--- src/rtl/bin2bcd_if.sv ---
// Request/result bundle for bin2bcd_seq: the master drives start/bin, the slave returns
// ready, valid, bcd and overflow.
interface bin2bcd_if #(
  parameter int BIN_W  = 14,
  parameter int DIGITS = 4
);
  logic                  start;
  logic [BIN_W-1:0]      bin;
  logic                  ready;
  logic                  valid;
  logic [4*DIGITS-1:0]   bcd;
  logic                  overflow;

  modport master (
    output start, bin,
    input  ready, valid, bcd, overflow
  );

  modport slave (
    input  start, bin,
    output ready, valid, bcd, overflow
  );
endinterface

--- src/rtl/bin2bcd_seq.sv ---
// Sequential double-dabble binary-to-BCD converter, one operand bit per clock.
// Define BIN2BCD_SATURATE_EN to clamp out-of-range results to all nines and flag overflow.
//
// state | meaning
// IDLE  | waiting for start, ready high
// SHIFT | add-3/shift one operand bit per cycle, ready low
// DONE  | result registered, valid high for this cycle, ready high
module bin2bcd_seq #(
  parameter int BIN_W  = 14,
  parameter int DIGITS = 4
) (
  input  logic     clk,
  input  logic     rst,
  bin2bcd_if.slave bus
);
  localparam int SD = (BIN_W + 2) / 3;
  localparam int SW = 4 * SD;
  localparam int BW = 4 * DIGITS;
  localparam int EW = (SD > DIGITS) ? SW : BW;
  localparam int CW = $clog2(BIN_W + 1);

  typedef enum logic [1:0] {IDLE, SHIFT, DONE} state_t;

  state_t           state_q;
  logic [SW-1:0]    scratch_q;
  logic [SW-1:0]    scratch_d;
  logic [SW-1:0]    adj;
  logic [BIN_W-1:0] op_q;
  logic [BIN_W-1:0] op_d;
  logic [CW-1:0]    cnt_q;
  logic             ready_q;
  logic             valid_q;
  logic             ovf_q;
  logic             ovf_d;
  logic [BW-1:0]    bcd_q;
  logic [BW-1:0]    bcd_d;

  always_comb begin
    adj = scratch_q;
    for (int i = 0; i < SD; i++) begin
      if (adj[4*i +: 4] >= 4'd5) adj[4*i +: 4] = adj[4*i +: 4] + 4'd3;
    end
    scratch_d = {adj[SW-2:0], op_q[BIN_W-1]};
    op_d      = {op_q[BIN_W-2:0], 1'b0};
    // Widen to whichever is larger so both truncation and zero-extension fall out of one cast.
    bcd_d     = BW'(EW'(scratch_d));
`ifdef BIN2BCD_SATURATE_EN
    ovf_d = (EW'(scratch_d) >> BW) != '0;
    if (ovf_d) bcd_d = {DIGITS{4'h9}};
`else
    ovf_d = 1'b0;
`endif
  end

  always_ff @(posedge clk or negedge rst) begin
    if (!rst) begin
      state_q   <= IDLE;
      scratch_q <= '0;
      op_q      <= '0;
      cnt_q     <= '0;
      ready_q   <= 1'b1;
      valid_q   <= 1'b0;
      bcd_q     <= '0;
      ovf_q     <= 1'b0;
    end else begin
      valid_q <= 1'b0;
      case (state_q)
        IDLE, DONE: begin
          if (bus.start) begin
            op_q      <= bus.bin;
            scratch_q <= '0;
            cnt_q     <= CW'(BIN_W);
            state_q   <= SHIFT;
            ready_q   <= 1'b0;
          end else begin
            state_q <= IDLE;
            ready_q <= 1'b1;
          end
        end
        SHIFT: begin
          scratch_q <= scratch_d;
          op_q      <= op_d;
          cnt_q     <= cnt_q - CW'(1);
          if (cnt_q == CW'(1)) begin
            bcd_q   <= bcd_d;
            ovf_q   <= ovf_d;
            valid_q <= 1'b1;
            ready_q <= 1'b1;
            state_q <= DONE;
          end
        end
        default: begin
          state_q <= IDLE;
          ready_q <= 1'b1;
        end
      endcase
    end
  end

  assign bus.ready    = ready_q;
  assign bus.valid    = valid_q;
  assign bus.bcd      = bcd_q;
  assign bus.overflow = ovf_q;
endmodule

--- src/flat_wrapper.sv ---
// flat-port wrapper written by rule: the top's interface ports become plain ports
module bin2bcd_seq_flat 
#(
  parameter int BIN_W  = 14,
  parameter int DIGITS = 4
)
  (clk, rst, bus_start, bus_bin, bus_ready, bus_valid, bus_bcd, bus_overflow);
  bin2bcd_if #(.BIN_W(BIN_W), .DIGITS(DIGITS)) bus_i ();
  input  logic clk;
  input  logic rst;
  input wire logic [$bits(bus_i.start)-1:0] bus_start;
  input wire logic [$bits(bus_i.bin)-1:0] bus_bin;
  output wire logic [$bits(bus_i.ready)-1:0] bus_ready;
  output wire logic [$bits(bus_i.valid)-1:0] bus_valid;
  output wire logic [$bits(bus_i.bcd)-1:0] bus_bcd;
  output wire logic [$bits(bus_i.overflow)-1:0] bus_overflow;
  assign bus_i.start = bus_start;
  assign bus_i.bin = bus_bin;
  assign bus_ready = bus_i.ready;
  assign bus_valid = bus_i.valid;
  assign bus_bcd = bus_i.bcd;
  assign bus_overflow = bus_i.overflow;
  bin2bcd_seq #(.BIN_W(BIN_W), .DIGITS(DIGITS)) u_core (.clk(clk), .rst(rst), .bus(bus_i));
endmodule
--- config.mk ---
export PLATFORM = sky130hd
export DESIGN_NAME = bin2bcd_seq_flat
export DESIGN_NICKNAME = d
export VERILOG_FILES = /design/src/rtl/bin2bcd_if.sv /design/src/rtl/bin2bcd_seq.sv /design/src/flat_wrapper.sv
export SDC_FILE = /design/constraint.sdc
export NUM_CORES = 1
export LEC_CHECK = 0
export ABC_AREA = 0
export CORE_MARGIN = 5
export CORE_UTILIZATION = 38
export DETAILED_ROUTE_END_ITERATION = 7
export GPL_ROUTABILITY_DRIVEN = 0
export PLACE_DENSITY = 0.65
export SLEW_MARGIN = 10
export SYNTH_ARGS = -nofsm -noshare
export SYNTH_HDL_FRONTEND = slang
export SYNTH_SLANG_ARGS = --single-unit
--- constraint.sdc ---
create_clock -name clk -period 1.4 [get_ports clk]
set_input_delay 0.28 -clock clk [delete_from_list [all_inputs] [get_ports clk]]
set_output_delay 0.28 -clock clk [all_outputs]
set_load 0.01 [all_outputs]
==> summary.txt <==
Synthesis
  • Yosys cell types: 36
  • Cell area after synthesis: around 2500 um^2
  • Mapped Cells: approximately 240
  • Synthesis Warnings: 0
  • Yosys reg bits: between 50 and 60
  • Synth top area share: 0.524
  • Sequential share of the synthesized area: 0.534
  • Largest area contributor in the netlist: dfrtp_1
  • Syn Area/Cell: roughly 11 um^2
  • Syn nets: 265
  • Largest cells by area after synthesis: dfrtp_1 (52%), nand2_1 (7.0%), ha_1 (4.9%)

Outcome
  • Failing checks: setup timing
  • Status: finished, violations left

Drt
  • Drc violations: 0
  • First drt pass iteration count: 4
  • Drt initial violations: 120
  • Total routed wirelength: 5540 um
  • DR WL/cell: ~15 um
  • Vias: between 1500 and 2000
  • DR vias/cell: approximately 5.1
  • Antenna Nets Post-Route: 0

Placed design
  • Port buffer count: 34
  • Post-Place Worst Slack: -812 ps
  • Placed cell count: 359
  • DP HPWL: ~3400 um

STA
  • Final hold slack: about 480 ps
  • Post-layout min period: around 1500 ps
  • Hold Vio Cnt, Final: 0
  • Fin crit share: 1.06
  • Final setup margin: -84.1 ps
  • Clock skew: 8.44 ps
  • RSZ-0062 raised after global routing: true
  • Final setup viols: 12
  • Max-slew violations: 0
  • F_max: around 670 MHz

Clock network
  • CTS tree: yes
  • H-tree levels: 2
  • Root buffer selected by CTS: clkbuf_8
  • CTS Sinks: 54
  • Maximum clock path buffer count: 2
  • Worst skew pair latency: 310 ps
  • Clk slew on worst S/H paths: about 100 ps
  • TritonCTS buffer count: 5

Layout
  • Layout cells sized above 1: 0.315
  • Area growth from synthesis to layout: 40.4%
  • Ant diodes: 0
  • Layout Nets: between 300 and 400
  • Non-Filler Instances: roughly 380
  • Fill cells: between 500 and 600

Worst setup path
  • Worst path arrival time: around 1700 ps
  • Setup crit start kind: register
  • Critical Path Max Stage Delay: roughly 450 ps
  • CP cell instances: ha_4 -> nand2b_4 -> a21oi_4 -> mux2i_1 -> mux2_4
  • Worst Path Required: roughly 1700 ps
  • Max FO, Critical Path: 3
  • Setup CP Type: register to register
  • Setup crit end kind: register
  • Critical path's slowest cell: dfrtp_2

Power and ir drop
  • PwrDens: roughly 2300 nW/um^2
  • P_leak: approximately 1.7 nW
  • Maximum vdd ir drop: between 1 and 1.5 mV

Floorplan
  • Die height: approximately 92 um
  • Die area: approximately 8400 um^2
  • Core ar.: ~6400 um^2
  • Initial Utilization: 0.394
  • Row cnt: 29
  • Io pins: 36
  • Die width: a little over 90 um

Global routing
  • Total grt overflow: 0
  • First-pass GRT wire length: ~9000 um
  • Number of global-route vias before repair: about 1900
  • Antenna violations before repair: 0
  • GRT Overall Usage: 0.130
  • Largest net degree at the start of global routing: 55

Hold path
  • Min-delay worst type: register to register

Flow run
  • Maxcap violations: 0
[metrics by stage]
step / util / total power [W] / instance area (um^2) / TNS (ps)
final: 0.553 / 0.00808 / 3550 / -525
after global routing: 0.553 / 0.00871 / 3550 / -1680
after CTS: 0.509 / 0.00738 / 3270 / -1870
after detailed placement: 0.480 / 0.00613 / 3080 / -22600
after global placement: 0.480 / 0.00601 / 3080 / -21140
after floorplan: - / 0.00485 / 2540 / -48.4
[layout make-up]
cell class | instances | area, um^2 | share of cell area
Timing Repair Buffer | 67 | 629 | 0.177
Multi-Input combinational cell | 161 | 1310 | 0.367
Sequential cell | 54 | 1360 | 0.381
Clock buffer | 6 | 72.6 | 0.0204
Clock inverter | 2 | 37.5 | 0.0106
Tap cell | 77 | 96.3 | 0.0271
Inverter | 12 | 57.6 | 0.0162
[synth_stat cells]
cell type and instances:
buf_6 1, a22o_1 9, a22oi_1 13, nor2_1 1, nor3b_1 7, nand3_4 1
nand3_1 4, mux2_4 7, o21ai_0 19, o211ai_1 1, inv_4 1, nand2b_1 6
o21ai_1 1, clkbuf_1 2, dfrtp_1 53, dfstp_2 1, o21a_1 1, mux2i_1 3
a21oi_2 4, and2b_1 1, nor3_1 5, ha_1 10, conb_1 1, nor2_2 1
buf_1 1, mux2_2 1, a31oi_1 2, a21oi_1 7, inv_1 11, a211oi_1 2
buf_4 2, nand2_1 47, mux2_1 1, buf_2 6, nor2b_1 1, xnor2_1 4
[routing by layer]
layer  vias to the layer above  routed length, um  GRT usage
met4                         0                 72     0.0490
met3                         9                263     0.0319
li1                        947                  -          -
met1                       944               2560      0.170
met5                         -                  0          0
met2                        46               2640      0.208
[report_power, final]
part           switching (W)  internal (W)
Sequential          0.000562       0.00223
Clock               0.000512      0.000534
Combinational        0.00196       0.00228
Total                0.00303       0.00505
[cell usage in the layout (no fill, tap or decap), types with 9 or more instances in the layout]
cell type | synthesis | layout
o21ai_0 | 19 | 11
mux2_4 | 7 | 9
dfrtp_1 | 53 | 51
buf_4 | 2 | 22
nand2_1 | 47 | 44
clkdlybuf4s50_1 | 0 | 15
a22oi_1 | 13 | 13
a22o_1 | 9 | 9
dlygate4sd2_1 | 0 | 17
[worst max-delay path: cells and delay by family (launching register included)]
kind	cells	cell delay [ps]
compound gates	1	190
simple gates	1	140
fa+ha+maj	1	160
mux	2	480
flops	1	450
[registers in the layout, summed over array words and instances (netlist names)]
register          cells
u_core.bus.bcd       16
u_core.bus.ready      1
u_core.bus.valid      1
u_core.cnt_q          4
u_core.op_q          14
u_core.scratch_q     16
u_core.state_q        2
[cells by family (layout without fill, tap and decap cells)]
kind of cell / Yosys count / after routing / share of synthesized area
DFF: 54 / 54 / 0.534
buffers and inverters: 24 / 87 / 0.0455
and+or+nand+nor: 74 / 75 / 0.139
xor gates and xnor gates: 4 / 4 / 0.0138
AOI/OAI and AO/OA: 59 / 59 / 0.154
muxes: 12 / 12 / 0.0623
adders and majority gates: 10 / 10 / 0.0494
other: 1 / 1 / 0.00148
[path summary, 6_finish.rpt]
path / start / endpoint / slack, ps / cells after the start
min in group asynchronous: rst / u_core.op_q[7] / 490 / 3
worst max-delay path: u_core.scratch_q[8] / u_core.bus.bcd[10] / -80 / 5
worst min-delay path: u_core.bus.bcd[3] / u_core.bus.bcd[3] / 480 / 2
max in group asynchronous: rst / u_core.bus.ready / 620 / 3
worst min register to register: u_core.bus.bcd[3] / u_core.bus.bcd[3] / 480 / 2
worst max register to register: u_core.scratch_q[8] / u_core.bus.bcd[10] / -80 / 5
[what timing repair did]
| item | 4_1_cts | 5_1_grt |
|---|---|---|
| setup buffers | 3 | 6 |
| gates cloned | 0 | 2 |
| endpoints found under the setup margin | 61 | 51 |
| hold buffers | 1 | 0 |
| resized for setup | 33 | 52 |
| pin swaps | 12 | 11 |
| endpoints found under the hold margin | 53 | 0 |
Note: power is estimated with default switching activity, not from simulation.
